==> config.mk <==
export PLATFORM = sky130hd
export DESIGN_NAME = linear_sensor_sequencer
export DESIGN_NICKNAME = d
export VERILOG_FILES = /design/src/rtl/linear_sensor_sequencer.sv
export SDC_FILE = /design/constraint.sdc
export NUM_CORES = 1
export LEC_CHECK = 0
export CORE_MARGIN = 3
export CORE_UTILIZATION = 60
export DETAILED_ROUTE_END_ITERATION = 8
export GPL_ROUTABILITY_DRIVEN = 0
export GPL_TIMING_DRIVEN = 0
export PLACE_DENSITY = 0.82
export RECOVER_POWER = 50
export SYNTH_ARGS = -nofsm -noshare
export SYNTH_HDL_FRONTEND = slang
export SYNTH_SLANG_ARGS = --single-unit
==> constraint.sdc <==
create_clock -name master_clock -period 5.8 [get_ports master_clock]
set_clock_uncertainty 0.2 [all_clocks]
set_input_delay 0.87 -clock master_clock [delete_from_list [all_inputs] [get_ports master_clock]]
set_output_delay 0.87 -clock master_clock [all_outputs]
set_load 0.1 [all_outputs]
==> src/rtl/linear_sensor_sequencer.sv <==
// Readout sequencer for clocked linear image sensors: sensor clock / SI generation, per-pixel ADC
// capture and a 2-entry ready/valid output buffer. Optional macro: LINEAR_SENSOR_TEST_PATTERN_EN.
module linear_sensor_sequencer #(
    parameter int unsigned NUM_PIXELS         = 128,
    parameter int unsigned NUM_CH             = 1,
    parameter int unsigned DATA_WIDTH         = 12,
    parameter int unsigned CLK_DIV            = 100,
    parameter int unsigned SI_WIDTH_NCLK      = 4,
    parameter int unsigned LEAD_PIXELS        = 18,
    parameter int unsigned SAMPLE_OFFSET_NCLK = 35,
    parameter int unsigned IDX_WIDTH          = $clog2(NUM_PIXELS)
) (
    input  logic                         master_clock,
    input  logic                         resetn,
    input  logic                         enable,
    input  logic [15:0]                  gap_nclk,
    input  logic                         test_mode,
    output logic                         sensor_clk,
    output logic                         sensor_si,
    input  logic [NUM_CH*DATA_WIDTH-1:0] adc_data,
    output logic [NUM_CH*DATA_WIDTH-1:0] m_data,
    output logic [IDX_WIDTH-1:0]         m_index,
    output logic                         m_last,
    output logic                         m_valid,
    input  logic                         m_ready,
    output logic                         busy,
    output logic                         overrun,
    input  logic                         overrun_clr
);

    localparam int unsigned DW = NUM_CH * DATA_WIDTH;
    localparam int unsigned EW = 1 + IDX_WIDTH + DW;
    localparam int unsigned PW = $clog2(2 * CLK_DIV);

    localparam logic [PW-1:0] PhLow     = PW'(CLK_DIV);
    localparam logic [PW-1:0] PhHighEnd = PW'(CLK_DIV - 1);
    localparam logic [PW-1:0] PhEnd     = PW'(2 * CLK_DIV - 1);
    localparam logic [PW-1:0] PhSi      = PW'(2 * CLK_DIV - SI_WIDTH_NCLK);
    localparam logic [PW-1:0] PhSample  = PW'(SAMPLE_OFFSET_NCLK);
    localparam logic [15:0]   LeadLast  = 16'(LEAD_PIXELS - 1);
    localparam logic [15:0]   PixLast   = 16'(NUM_PIXELS - 1);

    typedef enum logic [2:0] {StIdle, StPre, StLead, StRead, StGap} state_e;

    state_e        state_q, state_d;
    logic [PW-1:0] phase_q, phase_d;
    logic [15:0]   cnt_q, cnt_d;
    logic [15:0]   gap_q, gap_d;
    logic          sclk_q, sclk_d;
    logic          si_q, si_d;
    logic          busy_q, busy_d;
    logic [EW-1:0] out_q, out_d;
    logic          out_valid_q, out_valid_d;
    logic [EW-1:0] skid_q, skid_d;
    logic          skid_valid_q, skid_valid_d;
    logic          overrun_q, overrun_d;

    logic          clk_end, cap, pop, drop;
    logic [DW-1:0] cap_data;
    logic [EW-1:0] cap_entry;

`ifdef LINEAR_SENSOR_TEST_PATTERN_EN
    always_comb begin
        cap_data = adc_data;
        if (test_mode) begin
            for (int c = 0; c < int'(NUM_CH); c++) begin
                cap_data[c*DATA_WIDTH +: DATA_WIDTH] = DATA_WIDTH'(cnt_q) + DATA_WIDTH'(c);
            end
        end
    end
`else
    logic unused_test_mode;
    assign unused_test_mode = test_mode;
    assign cap_data = adc_data;
`endif

    assign clk_end   = (phase_q == PhEnd);
    assign cap       = (state_q == StRead) && (phase_q == PhSample);
    assign cap_entry = {cnt_q == PixLast, cnt_q[IDX_WIDTH-1:0], cap_data};
    assign pop       = out_valid_q & m_ready;

    // Phase keeps free-running across state changes; PRE is the low half of a sensor clock.
    always_comb begin
        state_d = state_q;
        phase_d = clk_end ? '0 : phase_q + PW'(1);
        cnt_d   = cnt_q;
        gap_d   = gap_q;
        case (state_q)
            StIdle: begin
                phase_d = '0;
                if (enable) begin
                    state_d = StPre;
                    phase_d = PhLow;
                    gap_d   = gap_nclk;
                end
            end
            StPre: begin
                if (clk_end) begin
                    cnt_d   = '0;
                    state_d = (LEAD_PIXELS == 0) ? StRead : StLead;
                end
            end
            StLead: begin
                if (clk_end) begin
                    if (cnt_q == LeadLast) begin
                        cnt_d   = '0;
                        state_d = StRead;
                    end else begin
                        cnt_d = cnt_q + 16'd1;
                    end
                end
            end
            StRead: begin
                if (clk_end) begin
                    if (cnt_q == PixLast) begin
                        cnt_d   = '0;
                        state_d = StGap;
                    end else begin
                        cnt_d = cnt_q + 16'd1;
                    end
                end
            end
            StGap: begin
                // Leave after the high half of the clock that follows the gap clocks.
                if ((cnt_q == gap_q) && (phase_q == PhHighEnd)) begin
                    cnt_d = '0;
                    if (enable) begin
                        state_d = StPre;
                        gap_d   = gap_nclk;
                    end else begin
                        state_d = StIdle;
                        phase_d = '0;
                    end
                end else if (clk_end) begin
                    cnt_d = cnt_q + 16'd1;
                end
            end
            default: state_d = StIdle;
        endcase
        busy_d = (state_d != StIdle);
        sclk_d = busy_d && (phase_d < PhLow);
        si_d   = (state_d == StPre) && (phase_d >= PhSi);
    end

    always_comb begin
        out_d        = out_q;
        out_valid_d  = out_valid_q;
        skid_d       = skid_q;
        skid_valid_d = skid_valid_q;
        drop         = 1'b0;
        if (pop) begin
            if (skid_valid_q) begin
                out_d        = skid_q;
                skid_valid_d = cap;
                if (cap) skid_d = cap_entry;
            end else begin
                out_valid_d = cap;
                if (cap) out_d = cap_entry;
            end
        end else if (cap) begin
            if (!out_valid_q) begin
                out_d       = cap_entry;
                out_valid_d = 1'b1;
            end else if (!skid_valid_q) begin
                skid_d       = cap_entry;
                skid_valid_d = 1'b1;
            end else begin
                drop = 1'b1;
            end
        end
        overrun_d = (overrun_q & ~overrun_clr) | drop;
    end

    always_ff @(posedge master_clock or negedge resetn) begin
        if (!resetn) begin
            state_q      <= StIdle;
            phase_q      <= '0;
            cnt_q        <= '0;
            gap_q        <= '0;
            sclk_q       <= 1'b0;
            si_q         <= 1'b0;
            busy_q       <= 1'b0;
            out_q        <= '0;
            out_valid_q  <= 1'b0;
            skid_q       <= '0;
            skid_valid_q <= 1'b0;
            overrun_q    <= 1'b0;
        end else begin
            state_q      <= state_d;
            phase_q      <= phase_d;
            cnt_q        <= cnt_d;
            gap_q        <= gap_d;
            sclk_q       <= sclk_d;
            si_q         <= si_d;
            busy_q       <= busy_d;
            out_q        <= out_d;
            out_valid_q  <= out_valid_d;
            skid_q       <= skid_d;
            skid_valid_q <= skid_valid_d;
            overrun_q    <= overrun_d;
        end
    end

    assign sensor_clk                = sclk_q;
    assign sensor_si                 = si_q;
    assign busy                      = busy_q;
    assign m_valid                   = out_valid_q;
    assign overrun                   = overrun_q;
    assign {m_last, m_index, m_data} = out_q;

endmodule

-- Word-level counts from Yosys, hierarchy flattened
Cells that the tools add are included.
- bits in registers: 89
- bits in latches: 0
- bits in writable memories: 0
- bits in read-only memories: 0
- input port bits: 34
- output and inout bits: 25
- memories kept: 0
- $add $sub $neg: 2
- multipliers: 0
- divide/modulo/power cells: 0
- order comparisons: 2
- equal/unequal tests: 20
- shift operators: 0
- multiplexer cells: 46
- bitwise gates (word level): 4
- reduce and logical (&&, ||, !) cells: 17
- operator list (operator ; count):
    two-way mux 20 bit ; 10
    two-way mux 16 bit ; 9
    case mux 16 bit (4 select lines) ; 1
    case mux 16 bit (2 select lines) ; 1
    two-way mux 8 bit ; 3
    two-way mux 3 bit ; 7
    adder 16 x 1 -> 16 bit, second input constant ; 1
    == test 16 bit ; 1
    == test 16 x 5 -> 1 bit, second input constant ; 1
    == test 16 x 7 -> 1 bit, second input constant ; 1
    case mux 8 bit (2 select lines) ; 1
    case mux 3 bit (5 select lines) ; 1
    two-way mux 1 bit ; 12
    != test 2 bit, second input constant ; 6
    adder 8 x 1 -> 8 bit, second input constant ; 1
    == test 8 x 6 -> 1 bit, second input constant ; 1
    == test 8 x 7 -> 1 bit, second input constant ; 1
    == test 8 bit, second input constant ; 1
    >= comparator 8 bit, second input constant ; 1
    < comparator 8 x 7 -> 1 bit, second input constant ; 1
    nonzero test 2 bit ; 4
    two-way mux 7 bit ; 1
    == test 3 x 1 -> 1 bit, second input constant ; 2
    == test 3 x 2 -> 1 bit, second input constant ; 2
    14 further kinds ; 21

-- Depth between registers and ports, before layout
Gate-level depths: netlist of the first run.
- word-level depth: 7
- depth in mapped cells: 9
- gate-level depth less buffers: 8

-- Worst setup path after synthesis of the first run
OpenSTA, ideal clock, no wires.
- kind: reg2reg
- from: register phase_q[0]
- to: register gap_q[10]
- setup time: 0.125 ns
- arrival: 2.376 ns
- required time: 5.475 ns
- setup slack: 3.099 ns
- stages on the path, launching flop included: 9
- path buffers: 1
- path through: dfrtp_1 > ha_1 > nor4b_4 > nand3b_4 > or4_4 > o21ai_4 > nand3_4 > buf_6 > mux2_4
- word-level cells in the longest chain between the ends: 4
- ends and longest elaborated chain (what ; RTL line ; source):
    start, declared ; 46 ; logic [PW-1:0] phase_q, phase_d;
    start signal, assigned ; 190 ; phase_q <= phase_d;
    == test 8 x 7 -> 1 bit ; 125 ; if ((cnt_q == gap_q) && (phase_q == PhHighEnd)) begin
    logical AND 1 bit ; 125 ;
    != test 2 bit (no source line) ; - ;
    AND reduction 2 bit (no source line) ; - ;
    end signal, assigned ; 192 ; gap_q <= gap_d;
    end, declared ; 48 ; logic [15:0] gap_q, gap_d;
Every way passes these cells.
A chain may end at the register's enable or synchronous reset.

-- Worst setup path after layout of the first run
- from: register phase_q[0]
- to: register cnt_q[9]
- word-level cells in the longest chain between the ends: 4
- ends and longest elaborated chain (what ; RTL line ; source):
    == test 8 x 7 -> 1 bit ; 125 ;
    logical AND 1 bit ; 125 ;
    != test 3 bit (no source line) or two-way mux 16 bit (tied branches) ; - ;
    AND reduction 5 bit (no source line) or case mux 16 bit (4 select lines) (tied branches) ; - ;
    end signal, assigned ; 191 ; cnt_q <= cnt_d;
    end, declared ; 47 ; logic [15:0] cnt_q, cnt_d;
Parallel ways exist; a longest one is shown, timed or not.

==> results of run 1 <==
critical path, cell delays in order (launching register included):
cell,delay (ns)
dfrtp_1,0.39
ha_1,0.31
nor4b_1,0.47
nand3b_4,0.20
nor4_4,0.55
a21oi_1,0.31
o22ai_1,0.75
o211ai_1,0.22
routing by layer:
metal  track usage  share of wire  up-vias
met5             0              0        -
met2         0.434           0.51      125
met4        0.0950          0.018        0
met1         0.338           0.43     1890
met3        0.0481          0.051       17
li1              -              -     1822
power groups by stage:
stage	combinational [mW]	clock, mW	sequential, mW
after floorplan	0.416	0	1.01
after global placement	0.776	0	0.822
after detailed placement	0.797	0	0.826
after CTS	0.801	0.401	0.815
after global routing	0.844	0.425	0.827
final	0.790	0.392	0.816
worst max-delay path by stage:
stage	startpoint	to	depth (start not counted)
CTS	phase_q[0]$_DFF_PN0_	cnt_q[9]$_DFFE_PN0P_	7
global placement	resetn	out_q[18]$_DFFE_PN0P_	1
finish	phase_q[0]$_DFF_PN0_	cnt_q[9]$_DFFE_PN0P_	7
detailed placement	phase_q[0]$_DFF_PN0_	cnt_q[9]$_DFFE_PN0P_	7
global route	phase_q[0]$_DFF_PN0_	cnt_q[9]$_DFFE_PN0P_	7
floorplan	phase_q[0]$_DFF_PN0_	gap_q[10]$_DFFE_PN0P_	8
sequential cells by signal (all words and copies together), names as in the netlist, 3 cells and up:
name and flops:
out_q 20, state_q 3, phase_q 8, skid_q 20, gap_q 16, cnt_q 16
metrics by stage:
stage | hold slack, ns | setup slack, ns | area (µm²) | std cells
detailed placement | 0.290 | 2.50 | 5490 | 624
CTS | 0.259 | 2.47 | 5670 | 640
finish | 0.300 | 2.23 | 5630 | 640
global route | 0.325 | 2.03 | 5630 | 640
floorplan | 0.265 | 3.10 | 4770 | 467
global placement | 0.288 | 0.487 | 5470 | 623
cells in the final DEF, fill, tap and decap left out, types with 9 or more instances in the layout:
cell             netlist  final
a21oi_1               33     33
and3_1                13     13
clkbuf_1              26     31
clkbuf_8               0      9
clkdlybuf4s50_1        0     56
dfrtp_1               89     89
mux2_2                26     26
mux2_4                10     10
mux2i_1               21     21
nand2_1               29     29
nand3_1               18     18
nor2_1                40     40
nor3_1                19     19
o211ai_1              16     16
o21ai_0               13     14
xor2_1                16     16
final cells by class:
class / count / area (µm²) / share of cell area
sequential: 89 / 2230 / 0.395
inverter: 8 / 30.0 / 0.00533
multi-input combinational: 337 / 2330 / 0.415
tap: 99 / 124 / 0.0220
clock buffer: 10 / 128 / 0.0227
clock inverter: 6 / 50.0 / 0.00889
buffer: 33 / 146 / 0.0260
timing repair buffer: 58 / 592 / 0.105
logic make-up (layout without fill, tap and decap cells):
family,count (synthesis),count (layout),share of synthesized area
adders and majority gates,3,3,0.00787
DFF,89,89,0.467
and+or+nand+nor,160,160,0.182
muxes,57,57,0.137
buffers and inverters,41,115,0.0378
AOI/OAI and AO/OA,93,93,0.125
xor gates and xnor gates,24,24,0.0440
==> impl_metrics.ini, run 1 <==
[cts]
cts_tree = built
cts_resized = 0
clk-insertion-delay-late_ns = 0.35
root_buffer = clkbuf_8
hold_buffers = 0
htreeDepth = 3
cts.sinks = 89
cts_setup_buffers = 0
cts.path.max_buffers = 2
clk_pin_slew_ns = 0.09
numCtsBuffers = 9

[cells_and_area]
fillers = 528
fin_util = 0.752
final_nets = 573
n_antenna_cell = 0
areaGrowthSynthToFinish_pct = 18.0
drive_gt1_frac = 0.118

[setup_path]
crit_arrival_ns = 3.56
r2r-end = cnt_q[9]$_DFFE_PN0P_
worstReg2RegStart = phase_q[0]$_DFF_PN0_
crit_path_end_kind = flip-flop
r2r_slack_ns = 2.23
r2r_cells = 7
cp_data_required_time_ns = 5.79
crit_fanout = 8
startpoint_type = flip-flop
critical_path_class = flip-flop to flip-flop

[floorplan]
die_area_mm2 = 0.00906
start_util = 0.637
die_w_um = 95.2
num_rows = 31
core_region_area_mm2 = 0.00749
io_pins = 59
die_h_um = 95.2

[outcome]
status = finished with violations
violations = capacitance limit, slew limit

[synth]
yosys_warnings = 0
yosysTopAreaCell = dfrtp_1
synth_area_mm2 = 0.00477
async_flop_share = 1.00
seq_area_frac_synth = 0.467
synth_most_common_cell = dfrtp_1
yosys-top-cells-count = dfrtp_1, nor2_1, a21oi_1, nand2_1
yosysUniqueCellTypes = 54
yosys-top-cells-area = dfrtp_1, mux2_2, mux2i_1, a21oi_1, mux2_4
synth_top_area_share = 0.467
ys_ff_latch = 89
synthFlopType = dfrtp_1
syn-num-nets = 504
synth_edf_count = 0
postSynthCellCount = 467
synth.avg_cell_area_um2 = 10.2

[global_routing]
grt_max_degree = 60
gr-total-overflow = 0
antenna_found_initial = 0
grt_pass1_wl_mm = 18.3
grtUsageTotal = 0.260
grt_pass1_vias = 3837

[min_path]
hold_class = flip-flop to flip-flop
hp-start = phase_q[0]$_DFF_PN0_
min_to = phase_q[0]$_DFF_PN0_
holdPathStages = 1

[route]
dr.pass1.iters = 4
via_count = 3854
wirelength_mm = 11.1
viasPerCell = 6.02
ant_nets = 0
drt-wirelength-per-cell_um = 17.4
first_iter_violations = 226
drc = 0

[timing]
layout_min_cycle_time_ns = 3.57
setup_viol = 0
setup_tns_ns = 0
fin_crit_sh = 0.615
finalHoldViolations = 0
rsz0062_at_grt = no
drv_slew = 31
fmax_mhz = 280
slew_headroom = -0.215
tightest_slew_ns = 1.82

[pwr]
switching_share = 0.399
sequentialPowerShare = 0.408
power-per-cell-area_mw_per_mm2 = 355
power_leakage_nw = 2.54
ir_drop_mv = 0.203
p_int_mw = 1.20
clkPwrFrac = 0.196
switchingPower_mw = 0.798
p_total_mw = 2.00
pwr-share-comb = 0.395

[placement]
dp_hpwl_mm = 8.06
io_buffer_count = 57

[run]
cap_violations = 1
Note: power is estimated with default switching activity, not from simulation.
==> run 2: changes to the inputs <==
--- a/config.mk
+++ b/config.mk
@@ -6,11 +6,11 @@
 export NUM_CORES = 1
 export LEC_CHECK = 0
 export CORE_MARGIN = 3
-export CORE_UTILIZATION = 60
+export CORE_UTILIZATION = 56
 export DETAILED_ROUTE_END_ITERATION = 8
 export GPL_ROUTABILITY_DRIVEN = 0
 export GPL_TIMING_DRIVEN = 0
-export PLACE_DENSITY = 0.82
+export PLACE_DENSITY = 0.77
 export RECOVER_POWER = 50
 export SYNTH_ARGS = -nofsm -noshare
 export SYNTH_HDL_FRONTEND = slang
==> constraint.sdc (replaced) <==
create_clock -name master_clock -period 3.4 [get_ports master_clock]
set_clock_uncertainty 0.2 [all_clocks]
set_input_delay 0.51 -clock master_clock [delete_from_list [all_inputs] [get_ports master_clock]]
set_output_delay 0.51 -clock master_clock [all_outputs]
set_load 0.1 [all_outputs]
==> run 2 against run 1 <==
  * The flow now finishes without violations
  * Clock power is 95% higher
  * Global-route usage is 2.4 points lower
  * Non-clock buffer count is 1 higher
  * Utilization is 6.3 points lower
  * Via count hardly changed
  * Worst setup slack worse by 1.9 ns
  * Design area is 1.0% higher
  * Clock-buffer cell count stayed put
==> impl_metrics.ini, run 2 (synthesized netlist as in run 1, its figures left out) <==
[timing]
rsz0062_at_grt = no
layout_min_cycle_time_ns = 3.07
finalHoldViolations = 0
hold_slack_ns = 0.316
fin_crit_sh = 0.903
drv_slew = 0
setup_viol = 0
slew_headroom = 0.217
fmax_mhz = 326
tightest_slew_ns = 1.17

[cells_and_area]
final_common_cell = dfrtp_1
areaGrowthSynthToFinish_pct = 19.2
fillers = 680
n_antenna_cell = 0
seqCellArea_mm2 = 0.00223
final_cells = 647
mostFrequentLayoutCells = dfrtp_1, clkdlybuf4s50_1, nor2_1, a21oi_1, clkbuf_1
multiInputGateArea_mm2 = 0.00237
final_nets = 574
drive_gt1_frac = 0.127
reg.largest.list = out_q: 20 flops, skid_q: 20 flops

[global_routing]
grtUsageTotal = 0.236
grt_max_degree = 69
grt_pass1_vias = 3908
gr-total-overflow = 0
grt_pass1_wl_mm = 18.6
antenna_found_initial = 0

[cts]
cts_setup_buffers = 0
cts.path.max_buffers = 2
root_buffer = clkbuf_8
numCtsBuffers = 9
cts.sinks = 89
cts_tree = built
clk_pin_slew_ns = 0.09
clk-insertion-delay-late_ns = 0.37
htreeDepth = 3

[route]
first_iter_violations = 246
drc = 0
via_count = 3856
viasPerCell = 5.96
dr.pass1.iters = 5
wirelength_mm = 11.2
ant_nets = 0
drt-wirelength-per-cell_um = 17.3

[setup_path]
crit_path_end_kind = flip-flop
cp_data_required_time_ns = 3.43
crit_arrival_ns = 3.10
startpoint_type = flip-flop
crit_fanout = 8
critical_path_class = flip-flop to flip-flop

[placement]
dp_hpwl_mm = 7.87
dp_cells = 630
io_buffer_count = 57

[floorplan]
core_region_area_mm2 = 0.00826
io_pins = 59
num_rows = 33
die_h_um = 98.3
die_area_mm2 = 0.00966
start_util = 0.578
die_w_um = 98.3

[min_path]
hold_class = flip-flop to flip-flop

[run]
cap_violations = 0

[pwr]
power_leakage_nw = 2.58
ir_drop_mv = 0.423
power-per-cell-area_mw_per_mm2 = 617

[outcome]
status = complete, no violations
run 2: what timing repair did:
item,4_1_cts,5_1_grt
endpoints found under the hold margin,21,0
endpoints found under the setup margin,0,8
hold buffers,1,0
resized for setup,0,1
run 2: power breakdown:
part	switching, mW	leakage [nW]	total [mW]	internal (mW)
logic	0.837	1.34	1.36	0.519
clock network	0.415	0.0954	0.765	0.350
registers	0.136	1.14	1.39	1.25
run 2: metal layers:
metal,part of all wire,track usage
met1,0.44,0.312
met2,0.49,0.383
met3,0.044,0.0493
met4,0.026,0.0924
met5,0,0
run 2: worst paths after layout:
| kind | start | to | slack, ns | depth (start not counted) |
|---|---|---|---|---|
| setup / recovery | phase_q[0]$_DFF_PN0_ | cnt_q[2]$_DFFE_PN0P_ | 0.33 | 7 |
| hold / removal | phase_q[0]$_DFF_PN0_ | phase_q[0]$_DFF_PN0_ | 0.32 | 1 |
| setup reg to reg | phase_q[0]$_DFF_PN0_ | cnt_q[2]$_DFFE_PN0P_ | 0.33 | 7 |
| hold reg to reg | phase_q[0]$_DFF_PN0_ | phase_q[0]$_DFF_PN0_ | 0.32 | 1 |
| max in group asynchronous | resetn | state_q[0]$_DFF_PN0_ | 0.68 | 3 |
| min in group asynchronous | resetn | gap_q[12]$_DFFE_PN0P_ | 0.69 | 2 |
run 2: critical path, cell delays in order (launching register included):
cell      delay, ns
dfrtp_1        0.41
ha_1           0.32
nor4b_4        0.30
nand3b_4       0.17
nor4_4         0.51
a21oi_1        0.32
o22ai_2        0.53
o211ai_1       0.17
run 2: stage by stage:
stage          cell area [µm²]  worst slack, ns  total power, mW  setup TNS (ns)  utilization
4_1_cts                   5710            0.117             3.54               0        0.692
6_report                  5690            0.331             3.51               0        0.689
3_3_place_gp              5470            -1.58             2.74         -139.67        0.663
5_1_grt                   5690           0.0651             3.69               0        0.689
3_5_place_dp              5500            0.133             2.77               0        0.666
2_1_floorplan             4770            0.699             2.43               0            -
run 2: area by class of cell:
class | instances | share of cell area
timing repair buffer | 59 | 0.102
inverter | 8 | 0.00528
buffer | 33 | 0.0259
sequential | 89 | 0.391
clock inverter | 6 | 0.0130
clock buffer | 10 | 0.0224
multi-input combinational | 337 | 0.417
tap | 105 | 0.0231
==> run 3: changes to the inputs <==
--- a/config.mk
+++ b/config.mk
@@ -6,12 +6,14 @@
 export NUM_CORES = 1
 export LEC_CHECK = 0
 export CORE_MARGIN = 3
-export CORE_UTILIZATION = 56
+export CORE_UTILIZATION = 55
+export CTS_CLUSTER_SIZE = 25
 export DETAILED_ROUTE_END_ITERATION = 8
 export GPL_ROUTABILITY_DRIVEN = 0
 export GPL_TIMING_DRIVEN = 0
-export PLACE_DENSITY = 0.77
+export PLACE_DENSITY = 0.76
 export RECOVER_POWER = 50
 export SYNTH_ARGS = -nofsm -noshare
 export SYNTH_HDL_FRONTEND = slang
 export SYNTH_SLANG_ARGS = --single-unit
+export TNS_END_PERCENT = 100
==> run 3 against run 2 <==
  * The run now ends with capacitance limit, slew limit left
  * Maximum frequency down 1.6%
  * Clock power down 2%
  * Combinational power about the same
  * Sequential power about the same
  * Final cell count unchanged
  * Total power down 0.59%
  * Worst hold slack worse by 0.0020 ns
  * First-iteration DRC count down 16%
  * Sequential cell count unchanged
  * Sequential share of layout area down 0.15 points
  * Register-to-register slack worse by 0.05 ns
==> impl_metrics.ini, run 3 (synthesized netlist as in run 1, its figures left out) <==
[outcome]
status = finished with violations
violations = capacitance limit, slew limit

[pwr]
switching_share = 0.388
switchingPower_mw = 1.35
clkPwrFrac = 0.215
p_total_mw = 3.49
p_int_mw = 2.14
ir_drop_mv = 0.297
pwr-share-comb = 0.387
sequentialPowerShare = 0.398
power_leakage_nw = 2.60
power-per-cell-area_mw_per_mm2 = 611

[global_routing]
use_met3 = 0.0435
antenna_found_initial = 0
grt_pass1_vias = 3933
gr-total-overflow = 0
grt_pass1_wl_mm = 18.7
grtUsageTotal = 0.234
met1_usage = 0.326
grt_max_degree = 61
grt.met2_usage = 0.370
grt-busiest-layer = met2

[route]
via_count = 3791
ant_nets = 0
dr.pass1.iters = 4
viasPerCell = 5.86
wirelength_mm = 10.7
first_iter_violations = 207
drt-wirelength-per-cell_um = 16.6
drc = 0

[cells_and_area]
final_nets = 574
seqCellArea_mm2 = 0.00223
drive_gt1_frac = 0.129
final_cells = 647
fillers = 663
multiInputGateArea_mm2 = 0.00237
design_area_mm2 = 0.00571
areaGrowthSynthToFinish_pct = 19.7
n_antenna_cell = 0
fin_util = 0.685
reg.largest.list = out_q: 20 flops, skid_q: 20 flops
final_common_cell = dfrtp_1
mostFrequentLayoutCells = dfrtp_1, clkdlybuf4s50_1, nor2_1, a21oi_1

[timing]
layout_min_cycle_time_ns = 3.12
tightest_slew_ns = 1.72
fmax_mhz = 321
finalHoldViolations = 0
fin_crit_sh = 0.917
setup_tns_ns = 0
rsz0062_at_grt = no
hold_slack_ns = 0.314
slew_headroom = -0.146
setup_viol = 0
setup_ws_ns = 0.282
drv_slew = 30

[cts]
cts.path.max_buffers = 2
htreeDepth = 3
cts.sinks = 89
cts_tree = built
clk-insertion-delay-late_ns = 0.36
root_buffer = clkbuf_8
clk_pin_slew_ns = 0.09
numCtsBuffers = 9

[floorplan]
start_util = 0.572
core_region_area_mm2 = 0.00834
die_h_um = 99.1
num_rows = 33
io_pins = 59
die_w_um = 99.1
die_area_mm2 = 0.00983

[setup_path]
critical_path_class = flip-flop to flip-flop
startpoint_type = flip-flop
crit_arrival_ns = 3.15
crit_path_end_kind = flip-flop
r2r_cells = 9
cp_data_required_time_ns = 3.43
crit_fanout = 10

[min_path]
holdPathStages = 1
hold_class = flip-flop to flip-flop

[placement]
io_buffer_count = 57
placed_area_mm2 = 0.00550
post-place-ws_ns = 0.133
dp_cells = 630
dp_hpwl_mm = 7.68

[run]
cap_violations = 1
run 3: worst max-delay path, stage by stage, from the launching register on:
cell	delay (ns)
dfrtp_1	0.53
ha_1	0.24
and3_1	0.16
clkbuf_1	0.29
nand2_1	0.13
nor3_1	0.58
nor2_1	0.17
clkbuf_1	0.26
o21ai_0	0.28
o211ai_1	0.14
run 3: layout make-up:
class | instances | share of cell area
buffer | 33 | 0.0258
tap | 105 | 0.0230
inverter | 8 | 0.00526
sequential | 89 | 0.390
multi-input combinational | 337 | 0.415
timing repair buffer | 59 | 0.105
clock buffer | 10 | 0.0241
clock inverter | 6 | 0.0114
run 3: path summary, 6_finish.rpt:
path	startpoint	slack, ns	end
worst min register to register	skid_q[19]$_DFFE_PN0P_	0.31	skid_q[19]$_DFFE_PN0P_
min in group asynchronous	resetn	0.92	phase_q[4]$_DFF_PN0_
worst max register to register	cnt_q[0]$_DFFE_PN0P_	0.28	cnt_q[11]$_DFFE_PN0P_
worst min-delay path	skid_q[19]$_DFFE_PN0P_	0.31	skid_q[19]$_DFFE_PN0P_
worst max-delay path	cnt_q[0]$_DFFE_PN0P_	0.28	cnt_q[11]$_DFFE_PN0P_
max in group asynchronous	resetn	1.06	gap_q[1]$_DFFE_PN0P_
run 3: layer usage:
metal,wire [µm],share of wire
met5,0,0
met4,210,0.020
met3,544,0.051
met2,5110,0.48
met1,4870,0.45
run 3: repair_timing:
action	CTS	global route
resized for setup	0	1
endpoints found under the setup margin	0	8
hold buffers	1	0
setup buffers	0	0
endpoints found under the hold margin	29	0
run 3: power by group through the flow:
stage / clock [mW] / combinational (mW) / sequential [mW]
after floorplan: 0 / 0.710 / 1.72
after global placement: 0 / 1.33 / 1.41
after detailed placement: 0 / 1.36 / 1.41
after CTS: 0.763 / 1.36 / 1.39
after global routing: 0.808 / 1.46 / 1.42
final: 0.751 / 1.35 / 1.39
